==> config.mk <==
export PLATFORM = sky130hd
export DESIGN_NAME = wb_axil_master_flat
export DESIGN_NICKNAME = d
export VERILOG_FILES = /design/src/rtl/wb_axil_master_pkg.sv /design/src/rtl/wb_axil_master_if.sv /design/src/rtl/axil_to_counter.sv /design/src/rtl/wb_axil_master.sv /design/src/flat_wrapper.sv
export SDC_FILE = /design/constraint.sdc
export NUM_CORES = 1
export LEC_CHECK = 0
export BUFFER_PORTS_ARGS = -buffer_cell sky130_fd_sc_hd__buf_2
export CORE_MARGIN = 2
export CORE_UTILIZATION = 40
export DETAILED_ROUTE_END_ITERATION = 6
export PLACE_DENSITY = 0.81
export SYNTH_ARGS = -nofsm -noshare
export SYNTH_HDL_FRONTEND = slang
export SYNTH_SLANG_ARGS = --single-unit
==> constraint.sdc <==
create_clock -name axi_clk -period 1.8 [get_ports axi_clk]
set_input_delay 0.27 -clock axi_clk [delete_from_list [all_inputs] [get_ports axi_clk]]
set_output_delay 0.27 -clock axi_clk [all_outputs]
set_load 0.01 [all_outputs]
==> src/rtl/wb_axil_master_pkg.sv <==
// ----------------------------------------------------------------------------
// wb_axil_master_pkg
// Shared definitions for the Wishbone-to-AXI-Lite master bridge:
//   - state_t            : bridge FSM state encoding
//   - C_ERR_RDATA        : read data returned to Wishbone after a timeout
//   - C_DEFAULT_TIMEOUT  : default handshake timeout in cycles
//   - C_DEFAULT_TO_WIDTH : default timeout counter width
// ----------------------------------------------------------------------------
package wb_axil_master_pkg;

    typedef enum logic [2:0] {
        ST_IDLE = 3'd0,
        ST_WR   = 3'd1,
        ST_RD_A = 3'd2,
        ST_RD_D = 3'd3,
        ST_ACK  = 3'd4
    } state_t;

    localparam logic [31:0] C_ERR_RDATA        = 32'hFFFF_FFFF;
    localparam int          C_DEFAULT_TIMEOUT  = 255;
    localparam int          C_DEFAULT_TO_WIDTH = 8;

endpackage

==> src/rtl/wb_axil_master_if.sv <==
// ----------------------------------------------------------------------------
// wb_axil_master_if
// Bundles the Wishbone slave side and the AXI-Lite master side of the bridge.
//   modport master : the bridge itself (Wishbone slave, AXI-Lite master)
//   modport slave  : the surroundings (Wishbone master, AXI-Lite target)
// Wishbone: wbs_adr, wbs_wdata, wbs_sel, wbs_cyc, wbs_stb, wbs_we,
//           wbs_ack, wbs_rdata
// AXI-Lite: AW (m_awvalid/m_awaddr/m_awready), W (m_wvalid/m_wdata/m_wstrb/
//           m_wready), AR (m_arvalid/m_araddr/m_arready),
//           R (m_rvalid/m_rdata/m_rready). No B channel on this target.
// ----------------------------------------------------------------------------
interface wb_axil_master_if #(
    parameter int pADDR_WIDTH = 32,
    parameter int pDATA_WIDTH = 32
);
    localparam int STRB_WIDTH = pDATA_WIDTH / 8;

    // Wishbone
    logic [pADDR_WIDTH-1:0] wbs_adr;
    logic [pDATA_WIDTH-1:0] wbs_wdata;
    logic [STRB_WIDTH-1:0]  wbs_sel;
    logic                   wbs_cyc;
    logic                   wbs_stb;
    logic                   wbs_we;
    logic                   wbs_ack;
    logic [pDATA_WIDTH-1:0] wbs_rdata;

    // AXI-Lite
    logic                   m_awvalid;
    logic [pADDR_WIDTH-1:0] m_awaddr;
    logic                   m_awready;
    logic                   m_wvalid;
    logic [pDATA_WIDTH-1:0] m_wdata;
    logic [STRB_WIDTH-1:0]  m_wstrb;
    logic                   m_wready;
    logic                   m_arvalid;
    logic [pADDR_WIDTH-1:0] m_araddr;
    logic                   m_arready;
    logic                   m_rvalid;
    logic [pDATA_WIDTH-1:0] m_rdata;
    logic                   m_rready;

    modport master (
        input  wbs_adr, wbs_wdata, wbs_sel, wbs_cyc, wbs_stb, wbs_we,
        output wbs_ack, wbs_rdata,
        output m_awvalid, m_awaddr,
        input  m_awready,
        output m_wvalid, m_wdata, m_wstrb,
        input  m_wready,
        output m_arvalid, m_araddr,
        input  m_arready,
        input  m_rvalid, m_rdata,
        output m_rready
    );

    modport slave (
        output wbs_adr, wbs_wdata, wbs_sel, wbs_cyc, wbs_stb, wbs_we,
        input  wbs_ack, wbs_rdata,
        input  m_awvalid, m_awaddr,
        output m_awready,
        input  m_wvalid, m_wdata, m_wstrb,
        output m_wready,
        input  m_arvalid, m_araddr,
        output m_arready,
        output m_rvalid, m_rdata,
        input  m_rready
    );

endinterface

==> src/rtl/axil_to_counter.sv <==
// ----------------------------------------------------------------------------
// axil_to_counter
// Handshake timeout counter for AXI-Lite masters.
//   axi_clk, axi_reset_n : clock, asynchronous active-low reset
//   clr                  : synchronous clear to zero (has priority over en)
//   en                   : count one cycle of waiting
//   expired              : count has reached pTIMEOUT (never when pTIMEOUT=0)
// The count freezes once expired so that a state which keeps waiting after
// the expiry cycle still sees expired, rather than the counter wrapping.
// ----------------------------------------------------------------------------
module axil_to_counter
    import wb_axil_master_pkg::*;
#(
    parameter int pTIMEOUT  = C_DEFAULT_TIMEOUT,
    parameter int pTO_WIDTH = C_DEFAULT_TO_WIDTH
) (
    input  logic axi_clk,
    input  logic axi_reset_n,
    input  logic clr,
    input  logic en,
    output logic expired
);

    localparam logic [pTO_WIDTH-1:0] LIMIT   = pTO_WIDTH'(pTIMEOUT);
    localparam bit                   ENABLED = (pTIMEOUT != 0);

    logic [pTO_WIDTH-1:0] cnt_reg;

    always_ff @(posedge axi_clk or negedge axi_reset_n) begin
        if (!axi_reset_n) begin
            cnt_reg <= '0;
        end else if (clr) begin
            cnt_reg <= '0;
        end else if (en && !expired) begin
            cnt_reg <= cnt_reg + pTO_WIDTH'(1);
        end
    end

    assign expired = ENABLED && (cnt_reg == LIMIT);

endmodule

==> src/rtl/wb_axil_master.sv <==
// ----------------------------------------------------------------------------
// wb_axil_master
// Registered Wishbone-classic slave to AXI-Lite master bridge on axi_clk.
//   axi_clk     : sole clock
//   axi_reset_n : asynchronous active-low reset
//   bus         : wb_axil_master_if.master (Wishbone slave + AXI-Lite master)
//   timeout_err : sticky flag, set on any handshake timeout, cleared by reset
// Each Wishbone cycle becomes one AXI-Lite transaction. Valids are held until
// the target accepts; AW and W complete independently. wbs_ack pulses for one
// cycle only after completion or after the handshake timeout expires, so the
// Wishbone bus can never hang on a silent target.
// ----------------------------------------------------------------------------
module wb_axil_master
    import wb_axil_master_pkg::*;
#(
    parameter int pADDR_WIDTH = 32,
    parameter int pDATA_WIDTH = 32,
    parameter int pTIMEOUT    = C_DEFAULT_TIMEOUT,
    parameter int pTO_WIDTH   = C_DEFAULT_TO_WIDTH
) (
    input  logic               axi_clk,
    input  logic               axi_reset_n,
    wb_axil_master_if.master   bus,
    output logic               timeout_err
);

    localparam int                     STRB_WIDTH = pDATA_WIDTH / 8;
    localparam logic [pDATA_WIDTH-1:0] ERR_RDATA  = pDATA_WIDTH'(C_ERR_RDATA);

    state_t                 state_reg;
    logic                   awvalid_reg;
    logic                   wvalid_reg;
    logic                   arvalid_reg;
    logic                   rready_reg;
    logic                   ack_reg;
    logic                   aw_done_reg;
    logic                   w_done_reg;
    logic                   timeout_err_reg;
    logic [pADDR_WIDTH-1:0] addr_reg;
    logic [pDATA_WIDTH-1:0] wdata_reg;
    logic [STRB_WIDTH-1:0]  strb_reg;
    logic [pDATA_WIDTH-1:0] rdata_reg;

    logic wb_req;
    logic aw_fire;
    logic w_fire;
    logic aw_done_next;
    logic w_done_next;
    logic to_clr;
    logic to_en;
    logic to_expired;

    assign wb_req  = bus.wbs_cyc & bus.wbs_stb;
    assign aw_fire = awvalid_reg & bus.m_awready;
    assign w_fire  = wvalid_reg & bus.m_wready;

    // A channel counts as done from the edge its handshake is sampled on;
    // both "done" terms include the current-cycle handshake so simultaneous
    // completion moves straight to ACK.
    assign aw_done_next = aw_done_reg | aw_fire;
    assign w_done_next  = w_done_reg | w_fire;

    // Holding the counter clear in IDLE means it starts at zero on entry
    // to WR or RD_A.
    assign to_clr = (state_reg == ST_IDLE);
    assign to_en  = (state_reg == ST_WR) || (state_reg == ST_RD_A) ||
                    (state_reg == ST_RD_D);

    axil_to_counter #(
        .pTIMEOUT  (pTIMEOUT),
        .pTO_WIDTH (pTO_WIDTH)
    ) u_to_counter (
        .axi_clk     (axi_clk),
        .axi_reset_n (axi_reset_n),
        .clr         (to_clr),
        .en          (to_en),
        .expired     (to_expired)
    );

    always_ff @(posedge axi_clk or negedge axi_reset_n) begin
        if (!axi_reset_n) begin
            state_reg       <= ST_IDLE;
            awvalid_reg     <= 1'b0;
            wvalid_reg      <= 1'b0;
            arvalid_reg     <= 1'b0;
            rready_reg      <= 1'b0;
            ack_reg         <= 1'b0;
            aw_done_reg     <= 1'b0;
            w_done_reg      <= 1'b0;
            timeout_err_reg <= 1'b0;
            addr_reg        <= '0;
            wdata_reg       <= '0;
            strb_reg        <= '0;
            rdata_reg       <= '0;
        end else begin
            case (state_reg)
                ST_IDLE: begin
                    if (wb_req) begin
                        addr_reg <= bus.wbs_adr;
                        if (bus.wbs_we) begin
                            wdata_reg   <= bus.wbs_wdata;
                            strb_reg    <= bus.wbs_sel;
                            awvalid_reg <= 1'b1;
                            wvalid_reg  <= 1'b1;
                            aw_done_reg <= 1'b0;
                            w_done_reg  <= 1'b0;
                            state_reg   <= ST_WR;
                        end else begin
                            arvalid_reg <= 1'b1;
                            rready_reg  <= 1'b1;
                            state_reg   <= ST_RD_A;
                        end
                    end
                end

                ST_WR: begin
                    aw_done_reg <= aw_done_next;
                    w_done_reg  <= w_done_next;
                    if (aw_fire) awvalid_reg <= 1'b0;
                    if (w_fire)  wvalid_reg  <= 1'b0;
                    // Normal completion wins over a timeout in the same cycle.
                    if (aw_done_next && w_done_next) begin
                        ack_reg   <= 1'b1;
                        state_reg <= ST_ACK;
                    end else if (to_expired) begin
                        awvalid_reg     <= 1'b0;
                        wvalid_reg      <= 1'b0;
                        timeout_err_reg <= 1'b1;
                        ack_reg         <= 1'b1;
                        state_reg       <= ST_ACK;
                    end
                end

                ST_RD_A: begin
                    if (bus.m_arready) begin
                        arvalid_reg <= 1'b0;
                        // Combinational targets answer in the AR cycle.
                        if (bus.m_rvalid) begin
                            rdata_reg  <= bus.m_rdata;
                            rready_reg <= 1'b0;
                            ack_reg    <= 1'b1;
                            state_reg  <= ST_ACK;
                        end else begin
                            state_reg <= ST_RD_D;
                        end
                    end else if (to_expired) begin
                        arvalid_reg     <= 1'b0;
                        rready_reg      <= 1'b0;
                        rdata_reg       <= ERR_RDATA;
                        timeout_err_reg <= 1'b1;
                        ack_reg         <= 1'b1;
                        state_reg       <= ST_ACK;
                    end
                end

                ST_RD_D: begin
                    if (bus.m_rvalid) begin
                        rdata_reg  <= bus.m_rdata;
                        rready_reg <= 1'b0;
                        ack_reg    <= 1'b1;
                        state_reg  <= ST_ACK;
                    end else if (to_expired) begin
                        rready_reg      <= 1'b0;
                        rdata_reg       <= ERR_RDATA;
                        timeout_err_reg <= 1'b1;
                        ack_reg         <= 1'b1;
                        state_reg       <= ST_ACK;
                    end
                end

                ST_ACK: begin
                    // One-cycle pulse; the master drops stb on this edge.
                    ack_reg   <= 1'b0;
                    state_reg <= ST_IDLE;
                end

                default: begin
                    awvalid_reg <= 1'b0;
                    wvalid_reg  <= 1'b0;
                    arvalid_reg <= 1'b0;
                    rready_reg  <= 1'b0;
                    ack_reg     <= 1'b0;
                    state_reg   <= ST_IDLE;
                end
            endcase
        end
    end

    assign bus.wbs_ack   = ack_reg;
    assign bus.wbs_rdata = rdata_reg;
    assign bus.m_awvalid = awvalid_reg;
    assign bus.m_awaddr  = addr_reg;
    assign bus.m_wvalid  = wvalid_reg;
    assign bus.m_wdata   = wdata_reg;
    assign bus.m_wstrb   = strb_reg;
    assign bus.m_arvalid = arvalid_reg;
    assign bus.m_araddr  = addr_reg;
    assign bus.m_rready  = rready_reg;
    assign timeout_err   = timeout_err_reg;

endmodule

==> src/flat_wrapper.sv <==
// flat-port wrapper written by rule: the top's interface ports become plain ports
module wb_axil_master_flat import wb_axil_master_pkg::*;
#(
    parameter int pADDR_WIDTH = 32,
    parameter int pDATA_WIDTH = 32,
    parameter int pTIMEOUT    = C_DEFAULT_TIMEOUT,
    parameter int pTO_WIDTH   = C_DEFAULT_TO_WIDTH
)
  (axi_clk, axi_reset_n, timeout_err, bus_wbs_adr, bus_wbs_wdata, bus_wbs_sel, bus_wbs_cyc, bus_wbs_stb, bus_wbs_we, bus_wbs_ack, bus_wbs_rdata, bus_m_awvalid, bus_m_awaddr, bus_m_awready, bus_m_wvalid, bus_m_wdata, bus_m_wstrb, bus_m_wready, bus_m_arvalid, bus_m_araddr, bus_m_arready, bus_m_rvalid, bus_m_rdata, bus_m_rready);
  wb_axil_master_if #(.pADDR_WIDTH(pADDR_WIDTH), .pDATA_WIDTH(pDATA_WIDTH)) bus_i ();
  input  logic axi_clk;
  input  logic axi_reset_n;
  output logic timeout_err;
  input wire logic [$bits(bus_i.wbs_adr)-1:0] bus_wbs_adr;
  input wire logic [$bits(bus_i.wbs_wdata)-1:0] bus_wbs_wdata;
  input wire logic [$bits(bus_i.wbs_sel)-1:0] bus_wbs_sel;
  input wire logic [$bits(bus_i.wbs_cyc)-1:0] bus_wbs_cyc;
  input wire logic [$bits(bus_i.wbs_stb)-1:0] bus_wbs_stb;
  input wire logic [$bits(bus_i.wbs_we)-1:0] bus_wbs_we;
  output wire logic [$bits(bus_i.wbs_ack)-1:0] bus_wbs_ack;
  output wire logic [$bits(bus_i.wbs_rdata)-1:0] bus_wbs_rdata;
  output wire logic [$bits(bus_i.m_awvalid)-1:0] bus_m_awvalid;
  output wire logic [$bits(bus_i.m_awaddr)-1:0] bus_m_awaddr;
  input wire logic [$bits(bus_i.m_awready)-1:0] bus_m_awready;
  output wire logic [$bits(bus_i.m_wvalid)-1:0] bus_m_wvalid;
  output wire logic [$bits(bus_i.m_wdata)-1:0] bus_m_wdata;
  output wire logic [$bits(bus_i.m_wstrb)-1:0] bus_m_wstrb;
  input wire logic [$bits(bus_i.m_wready)-1:0] bus_m_wready;
  output wire logic [$bits(bus_i.m_arvalid)-1:0] bus_m_arvalid;
  output wire logic [$bits(bus_i.m_araddr)-1:0] bus_m_araddr;
  input wire logic [$bits(bus_i.m_arready)-1:0] bus_m_arready;
  input wire logic [$bits(bus_i.m_rvalid)-1:0] bus_m_rvalid;
  input wire logic [$bits(bus_i.m_rdata)-1:0] bus_m_rdata;
  output wire logic [$bits(bus_i.m_rready)-1:0] bus_m_rready;
  assign bus_i.wbs_adr = bus_wbs_adr;
  assign bus_i.wbs_wdata = bus_wbs_wdata;
  assign bus_i.wbs_sel = bus_wbs_sel;
  assign bus_i.wbs_cyc = bus_wbs_cyc;
  assign bus_i.wbs_stb = bus_wbs_stb;
  assign bus_i.wbs_we = bus_wbs_we;
  assign bus_wbs_ack = bus_i.wbs_ack;
  assign bus_wbs_rdata = bus_i.wbs_rdata;
  assign bus_m_awvalid = bus_i.m_awvalid;
  assign bus_m_awaddr = bus_i.m_awaddr;
  assign bus_i.m_awready = bus_m_awready;
  assign bus_m_wvalid = bus_i.m_wvalid;
  assign bus_m_wdata = bus_i.m_wdata;
  assign bus_m_wstrb = bus_i.m_wstrb;
  assign bus_i.m_wready = bus_m_wready;
  assign bus_m_arvalid = bus_i.m_arvalid;
  assign bus_m_araddr = bus_i.m_araddr;
  assign bus_i.m_arready = bus_m_arready;
  assign bus_i.m_rvalid = bus_m_rvalid;
  assign bus_i.m_rdata = bus_m_rdata;
  assign bus_m_rready = bus_i.m_rready;
  wb_axil_master #(.pADDR_WIDTH(pADDR_WIDTH), .pDATA_WIDTH(pDATA_WIDTH), .pTIMEOUT(pTIMEOUT), .pTO_WIDTH(pTO_WIDTH)) u_core (.axi_clk(axi_clk), .axi_reset_n(axi_reset_n), .bus(bus_i), .timeout_err(timeout_err));
endmodule
==> results of run 1 <==
critical path, cell delays in order, from the launching register on:
cell,delay [ns]
dfrtp_1,0.39
ha_1,0.21
nand4_1,0.24
nor3_2,0.21
o211a_1,0.22
buf_12,0.20
o22a_1,0.17
what timing repair did:
action	CTS	global route
hold endpoints to repair	27	0
setup buffers	0	2
gates resized for setup	2	4
endpoints found under the setup margin	1	35
gates cloned	0	0
pin swaps	0	1
hold buffers	1	0
routing by layer:
metal / share of wire / track usage / vias to the layer above
li1: - / - / 1801
met3: 0.062 / 0.0596 / 20
met1: 0.38 / 0.192 / 1867
met4: 0.018 / 0.0690 / 0
met2: 0.54 / 0.314 / 144
met5: 0 / 0 / -
path summary, 6_finish.rpt:
| path | start | to | slack [ns] | cells past startpoint |
|---|---|---|---|---|
| setup / recovery | u_core.u_to_counter.cnt_reg[1] | u_core.bus.wbs_rdata[30] | 0.09 | 6 |
| max in group asynchronous | axi_reset_n | u_core.bus.m_araddr[9] | 0.84 | 3 |
| min in group asynchronous | axi_reset_n | u_core.bus.wbs_rdata[19] | 0.36 | 2 |
| hold / removal | bus_wbs_sel[2] | u_core.bus.m_wstrb[2] | 0.08 | 2 |
| setup reg to reg | u_core.u_to_counter.cnt_reg[1] | u_core.bus.wbs_rdata[30] | 0.09 | 6 |
| hold reg to reg | u_core.timeout_err | u_core.timeout_err | 0.47 | 1 |
metrics by stage:
step	setup slack (ns)	util
CTS	0.0202	0.569
finish	0.0890	0.571
global placement	0.0186	0.517
floorplan	-0.0328	-
global route	-0.0521	0.571
detailed placement	-0.0424	0.517
layout make-up:
type,instances,area [um^2],area share
repair buffers,261,1420,0.206
clock inverters,8,118,0.0170
inverters,6,22.5,0.00325
well taps,168,210,0.0304
multi-input cells,201,1670,0.241
flip-flops and latches,119,2980,0.430
clock buffers,24,502,0.0725
cell families after synthesis:
kind of cell,count (synthesis),synth area share
flip-flops,119,0.597
adder cells (fa/ha/maj),1,0.00251
AO/OA/AOI/OAI,72,0.108
XOR/XNOR,2,0.00351
buffers and inverters,58,0.0732
multiplexers,70,0.157
AND/OR/NAND/NOR,56,0.0589
report_power, final:
group          switching, mW  internal (mW)  leakage [nW]
clock                   1.11           2.35         0.306
combinational           2.34           2.27          1.63
sequential             0.761           3.95          1.41
layout by cell type (no fill, tap or decap), types with 9 or more instances in the layout:
| cell type | netlist | final |
|---|---|---|
| clkbuf_16 | 0 | 17 |
| nand2_1 | 12 | 11 |
| buf_2 | 7 | 245 |
| buf_4 | 33 | 9 |
| nor2_1 | 13 | 13 |
| dfrtp_1 | 119 | 119 |
| a21oi_1 | 9 | 9 |
| o22a_1 | 32 | 32 |
| mux2_2 | 50 | 50 |
| mux2_1 | 18 | 17 |
==> summary.txt, run 1 <==
Vias: 3,832
worst path required time: 2.14 ns
die area: 13,400 um^2
Worst-Skew Late Latency: 0.40 ns
Placement Rows: 40
largest cells by area after synthesis: dfrtp_1, mux2_2, o22a_1
worst hold path type: in2reg
Detailed Route Iter0 Violations: 130
share of post-route cells with drive strength above 1: 0.562
crit path max fanout: 32
most numerous cell in the Yosys netlist: dfrtp_1
Filler Cell Count: 1,025
Slew HR: 0.649
post-synth cell types: 43
clock root cell: clkbuf_16
Mapped Cells: 378
list of most frequent post-synthesis cells: dfrtp_1, mux2_2, buf_4
Setup Total Neg Slack: 0 ns
worst-margin pin slew: 0.522 ns
Leakage: 3.35 nW
post-synthesis register bit count: 119
post-place instance area: 6260 um^2
CTS clk-pin slew, worst paths: 0.05 ns
detailed placement HPWL: 8970 um
syn_area_per_cell: 13.2 um^2
Fin Clk Skew: 0.00370 ns
Min Hold Slack: 0.0789 ns
post-route ant nets: 0
ANT cells: 0
overall global routing resource usage: 0.176
DRC errors left: 0
fin crit share: 0.951
H-Tree Depth: 4
Main synth FF type: dfrtp_1
clock sink total: 119
arrival time worst endpoint: 2.05 ns
Setup-failing EPs final: 0
share of the synthesized area in the top cell type: 0.597
Post-synth EDFFs: 0
Die Y: 116 um
Pwr Total: 12.8 mW
Synth Cell Area: 4990 um^2
Max Freq: 584 MHz
fin cells: 787
area of the core: 12,100 um^2
sequential share of the synthesized area: 0.597
WL/cell: 15.2 um
vias in the first global route: 3,765
FFs w/ async S/R, synth: 1.00
YS warnings: 0
antenna violations before repair: 0
CP Class: reg2reg
Die Wd: 116 um
Max clock buf depth: 2
Total Wirelength: 12,000 um
fin area: 6920 um^2
largest net degree at the start of global routing: 47
routability congestion estimate: 0.880
final hold violations: 0
Mapped Nets: 488
I/O pin count: 247
CTS Buf Count: 17
worst vdd ir: 0.769 mV
fin nets: 716
IO Port Bufs: 246
placed insts: 752
CP endpoint kind: register
CTS tree: built
pwr dens: 1850 nW/um^2
GRT Residual Overflow: 0
CP startpoint kind: register
clock period minus worst slack: 1.71 ns
Pins Over Slew Limit: 0
Initial Util: 0.412
Via density: 4.87
status: complete, no violations
first-pass GRT wire length: 18,000 um
Max-Cap Viols: 0
Pre-antenna DRT Iters: 4
most area-hungry cell type in the Yosys netlist: dfrtp_1
synthesis-to-layout area growth: 38.7%
Power figures use the tool's default switching activity.
==> run 2, diff against run 1 <==
--- a/config.mk
+++ b/config.mk
@@ -6,7 +6,7 @@
 export NUM_CORES = 1
 export LEC_CHECK = 0
 export BUFFER_PORTS_ARGS = -buffer_cell sky130_fd_sc_hd__buf_2
-export CORE_MARGIN = 2
+export CORE_MARGIN = 1.5
 export CORE_UTILIZATION = 40
 export DETAILED_ROUTE_END_ITERATION = 6
 export PLACE_DENSITY = 0.81
==> run 2 against run 1 <==
Via count rose by 0.65%. Non-clock buffer count rose by 2. Core utilization rose by 0.16 points. Register-to-register slack better by 0.03 ns. Total power is 1.1% higher. Sequential power is essentially flat. Combinational power is essentially flat. First-iteration DRC count up 83%. Critical endpoint is now u_core.timeout_err. Clock-buffer cell count decreased by 3. Setup slack improved by 0.031 ns. Global-route usage grew 0.81 points.
==> summary.txt, run 2 (same netlist as run 1, synthesis figures left out) <==
status: complete, no violations
Setup-failing EPs final: 0
worst r2r src: u_core.u_to_counter.cnt_reg[0]
Vias: 3,857
slowest stage delay, CP: 0.40 ns
DRC errors left: 0
GRT Residual Overflow: 0
Levels on crit path: 5
Pins Over Slew Limit: 0
Reg2Reg Capture Point: u_core.timeout_err
hold depth: 2
detailed placement HPWL: 8890 um
H-Tree Depth: 4
antenna violations before repair: 0
worst-margin pin slew: 0.370 ns
Slew HR: 0.751
clock root cell: clkbuf_16
Die Y: 115 um
Fin Clk Skew: 0.00513 ns
worst vdd ir: 0.678 mV
worst path required time: 2.14 ns
vias in the first global route: 3,808
largest net degree at the start of global routing: 60
Via density: 4.89
hold_sp: bus_wbs_wdata[22]
Min Hold Slack: 0.0781 ns
crit-path leading delay family: simple AND/OR/NAND/NOR gates
CTS tree: built
most frequent cells in the layout: buf_2, dfrtp_1, mux2_2
CTS clk-pin slew, worst paths: 0.05 ns
CP startpoint kind: register
Leakage: 3.35 nW
clock sink total: 119
CP endpoint kind: register
Worst path slowest cell: dfrtp_1
CTS Buf Count: 17
Initial Util: 0.412
pwr dens: 1860 nW/um^2
routability congestion estimate: 0.838
RSZ-0062 raised after global routing: false
Max clock buf depth: 2
CP startpoint: u_core.u_to_counter.cnt_reg[0]
die area: 13,200 um^2
Filler Cell Count: 1,026
Placement Rows: 40
share of post-route cells with drive strength above 1: 0.564
Worst Path Buf+Inv: 0
post-route ant nets: 0
Setup Total Neg Slack: 0 ns
area of the core: 12,100 um^2
Reg2Reg Setup Slack: 0.12 ns
Reg2Reg Depth: 5
pre-CTS setup slack: 0.0906 ns
placed insts: 756
fin crit share: 0.933
arrival time worst endpoint: 2.02 ns
CP Class: reg2reg
Die Wd: 115 um
final core utilization: 0.573
crit path max fanout: 8
area of the multi-input gates: 1660 um^2
crit path cell chain: ha_1 -> nand4_1 -> or2_4 -> a2111oi_1 -> or2_2
# Post-CTS Setup Buffers: 0
commonest non-fill, non-tap cell in the layout: buf_2
fin nets: 718
overall global routing resource usage: 0.184
fin cells: 789
Pre-antenna DRT Iters: 4
worst hold path type: in2reg
first-pass GRT wire length: 18,600 um
Worst-Skew Late Latency: 0.40 ns
I/O pin count: 247
synthesis-to-layout area growth: 39.1%
IO Port Bufs: 246
clock period minus worst slack: 1.68 ns
FF+latch area: 2980 um^2
worst setup margin: 0.120 ns
Max-Cap Viols: 0
Max Freq: 595 MHz
Detailed Route Iter0 Violations: 238
hold-critical path endpoint: u_core.bus.m_wdata[22]
WL/cell: 15.2 um
Total Wirelength: 12,000 um
ANT cells: 0
final hold violations: 0
run 2: through the flow:
step	power, mW	cell area, um^2
finish	12.9	6940
global route	13.8	6940
CTS	13.1	6930
detailed placement	9.43	6280
global placement	9.21	6280
floorplan	7.65	5000
run 2: repair_timing:
item	4_1_cts	5_1_grt
endpoints found under the hold margin	20	0
gates resized for setup	0	5
endpoints found under the setup margin	0	35
hold buffers	1	0
run 2: worst max-delay path by stage:
| stage | end | slack, ns |
|---|---|---|
| 2_1_floorplan | u_core.bus.m_wdata[16] | -0.03 |
| 3_3_place_gp | u_core.timeout_err | 0.15 |
| 3_5_place_dp | u_core.bus.m_awvalid | 0.09 |
| 4_1_cts | u_core.timeout_err | 0.07 |
| 5_1_grt | u_core.timeout_err | 0.0007 |
| 6_report | u_core.timeout_err | 0.12 |
run 2: area by class of cell:
class                      instances  share of cell area
timing repair buffer             263               0.206
clock buffer                      21              0.0678
sequential                       119               0.429
multi-input combinational        201               0.239
tap                              168              0.0303
inverter                           6             0.00325
clock inverter                    11              0.0245
run 2: where the power goes:
group | internal (mW) | switching, mW
combinational | 2.29 | 2.34
sequential | 3.95 | 0.761
clock | 2.43 | 1.16
total | 8.66 | 4.27
run 2: per-layer routing:
| layer | global-route usage | routed length (um) | part of all wire |
|---|---|---|---|
| met1 | 0.209 | 4600 | 0.38 |
| met3 | 0.0635 | 851 | 0.071 |
| met5 | 0 | 0 | 0 |
| met4 | 0.0708 | 171 | 0.014 |
| met2 | 0.319 | 6370 | 0.53 |
run 2: worst register-to-register path: stages, from the launching register on:
cell	delay (ns)
dfrtp_1	0.40
ha_1	0.20
nand4_1	0.19
or2_4	0.35
a2111oi_1	0.31
or2_2	0.16
==> run 3, diff against run 2 <==
--- a/config.mk
+++ b/config.mk
@@ -6,10 +6,11 @@
 export NUM_CORES = 1
 export LEC_CHECK = 0
 export BUFFER_PORTS_ARGS = -buffer_cell sky130_fd_sc_hd__buf_2
+export CORE_ASPECT_RATIO = 1.1
 export CORE_MARGIN = 1.5
 export CORE_UTILIZATION = 40
 export DETAILED_ROUTE_END_ITERATION = 6
-export PLACE_DENSITY = 0.81
+export PLACE_DENSITY = 0.74
 export SYNTH_ARGS = -nofsm -noshare
 export SYNTH_HDL_FRONTEND = slang
 export SYNTH_SLANG_ARGS = --single-unit
==> run 3 against run 2 <==
Die area hardly changed. Setup slack worse by 0.0030 ns. Maximum frequency is 0.18% lower. Highest routed layer is now met5. Critical path type unchanged. Final area is 0.78% lower. Clock power is 5.6% lower. Clock-buffer cell count is 4 lower. Critical path depth is 1 higher. Clock skew is 0.0027 ns higher.
==> summary.txt, run 3 (same netlist as run 1, synthesis figures left out) <==
worst setup margin: 0.117 ns
H-Tree Depth: 4
Setup-failing EPs final: 0
first-pass GRT wire length: 17,900 um
ANT cells: 0
Die Wd: 109 um
pwr dens: 1840 nW/um^2
Reg power frac: 0.370
post-route ant nets: 0
RSZ-0062 raised after global routing: true
clock sink total: 119
vias in the first global route: 3,812
Pins Over Slew Limit: 0
clock period minus worst slack: 1.68 ns
worst hold path type: in2reg
GRT Residual Overflow: 0
Max clock buf depth: 2
worst-margin pin slew: 0.503 ns
Logic pwr share: 0.363
crit path max fanout: 32
Max Freq: 594 MHz
Filler Cell Count: 1,002
Slew HR: 0.662
I/O pin count: 247
synthesis-to-layout area growth: 38.0%
worst vdd ir: 0.911 mV
clock root cell: clkbuf_16
routability congestion estimate: 0.819
switching pwr: 4.27 mW
WL/cell: 15.1 um
clock power share: 0.267
Power Internal: 8.40 mW
CP startpoint kind: register
Vias: 3,829
Reg2Reg Setup Slack: 0.12 ns
pre-CTS setup slack: 0.0384 ns
Min Hold Slack: 0.0748 ns
Fin Clk Skew: 0.00778 ns
CTS clk-pin slew, worst paths: 0.06 ns
most frequent cells in the layout: buf_2, dfrtp_1, mux2_2
CTS tree: built
largest net degree at the start of global routing: 45
CP endpoint kind: register
Die Y: 120 um
area of the core: 12,100 um^2
Initial Util: 0.413
Setup Total Neg Slack: 0 ns
fin crit share: 0.935
final hold violations: 0
switching portion of total power: 0.337
Max-Cap Viols: 0
antenna violations before repair: 1
Total Wirelength: 11,600 um
commonest non-fill, non-tap cell in the layout: buf_2
Detailed Route Iter0 Violations: 158
overall global routing resource usage: 0.177
fin area: 6890 um^2
detailed placement HPWL: 8590 um
Pre-antenna DRT Iters: 5
post-place instance area: 6260 um^2
CP Class: reg2reg
die area: 13,200 um^2
Via density: 4.96
arrival time worst endpoint: 2.02 ns
Worst-Skew Late Latency: 0.40 ns
worst path required time: 2.13 ns
IO Port Bufs: 246
DRC errors left: 0
share of post-route cells with drive strength above 1: 0.565
Leakage: 3.32 nW
Placement Rows: 42
CTS Buf Count: 17
fin nets: 716
status: complete, no violations
run 3: cell count changes in the layout (fill, tap and decap cells not counted), sizes merged:
cell      change
inv           +2
buf           -2
clkinvlp      +2
clkbuf        -4
bufinv        -1
run 3: power by group through the flow:
| stage | sequential (mW) | clock (mW) | combinational [mW] |
|---|---|---|---|
| after global placement | 4.64 | 0 | 4.56 |
| after detailed placement | 4.74 | 0 | 4.66 |
| after CTS | 4.71 | 3.48 | 4.67 |
| after floorplan | 5.25 | 0 | 2.40 |
| after global routing | 4.88 | 3.61 | 5.06 |
| final | 4.69 | 3.39 | 4.59 |
run 3: per-stage QoR:
| step | std cells | util | power, mW |
|---|---|---|---|
| final | 772 | 0.570 | 12.7 |
| after global routing | 772 | 0.570 | 13.6 |
| after CTS | 772 | 0.569 | 12.9 |
| after detailed placement | 740 | 0.518 | 9.40 |
| after global placement | 740 | 0.518 | 9.21 |
| after floorplan | 378 | - | 7.65 |
run 3: cell type report:
cell class	instances	area, um^2	area share
well taps	154	193	0.0280
multi-input cells	201	1670	0.242
flip-flops and latches	119	2980	0.432
clock buffers	17	425	0.0618
repair buffers	261	1420	0.207
clock inverters	14	176	0.0256
inverters	6	22.5	0.00327
run 3: repair_timing:
action / 4_1_cts / 5_1_grt
setup buffers: 0 / 0
endpoints found under the setup margin: 0 / 35
endpoints found under the hold margin: 24 / 0
resized for setup: 0 / 4
hold buffers: 1 / 0
run 3: worst paths after layout:
check | cells past startpoint | endpoint | start
worst max-delay path | 6 | u_core.bus.wbs_rdata[26] | u_core.u_to_counter.cnt_reg[0]
worst min-delay path | 2 | u_core.bus.m_wdata[30] | bus_wbs_wdata[30]
worst max register to register | 6 | u_core.bus.wbs_rdata[26] | u_core.u_to_counter.cnt_reg[0]
worst min register to register | 1 | u_core.timeout_err | u_core.timeout_err
max in group asynchronous | 3 | u_core.bus.m_wstrb[3] | axi_reset_n
min in group asynchronous | 2 | u_core.bus.m_wdata[23] | axi_reset_n
run 3: metal layers:
layer / wire length [um] / GRT usage / vias up / share of wire
met5: 7 / 0 / - / 0.00060
li1: - / - / 1802 / -
met1: 4320 / 0.185 / 1876 / 0.37
met3: 741 / 0.0538 / 12 / 0.064
met4: 110 / 0.0601 / 2 / 0.0095
met2: 6460 / 0.330 / 137 / 0.55
run 3: worst max-delay path, stage by stage (launching register included):
cell and delay, ns:
dfrtp_1 0.39, ha_1 0.21, nand4_1 0.21, o21ai_0 0.23, o211a_1 0.21, buf_12 0.19, o22a_1 0.17
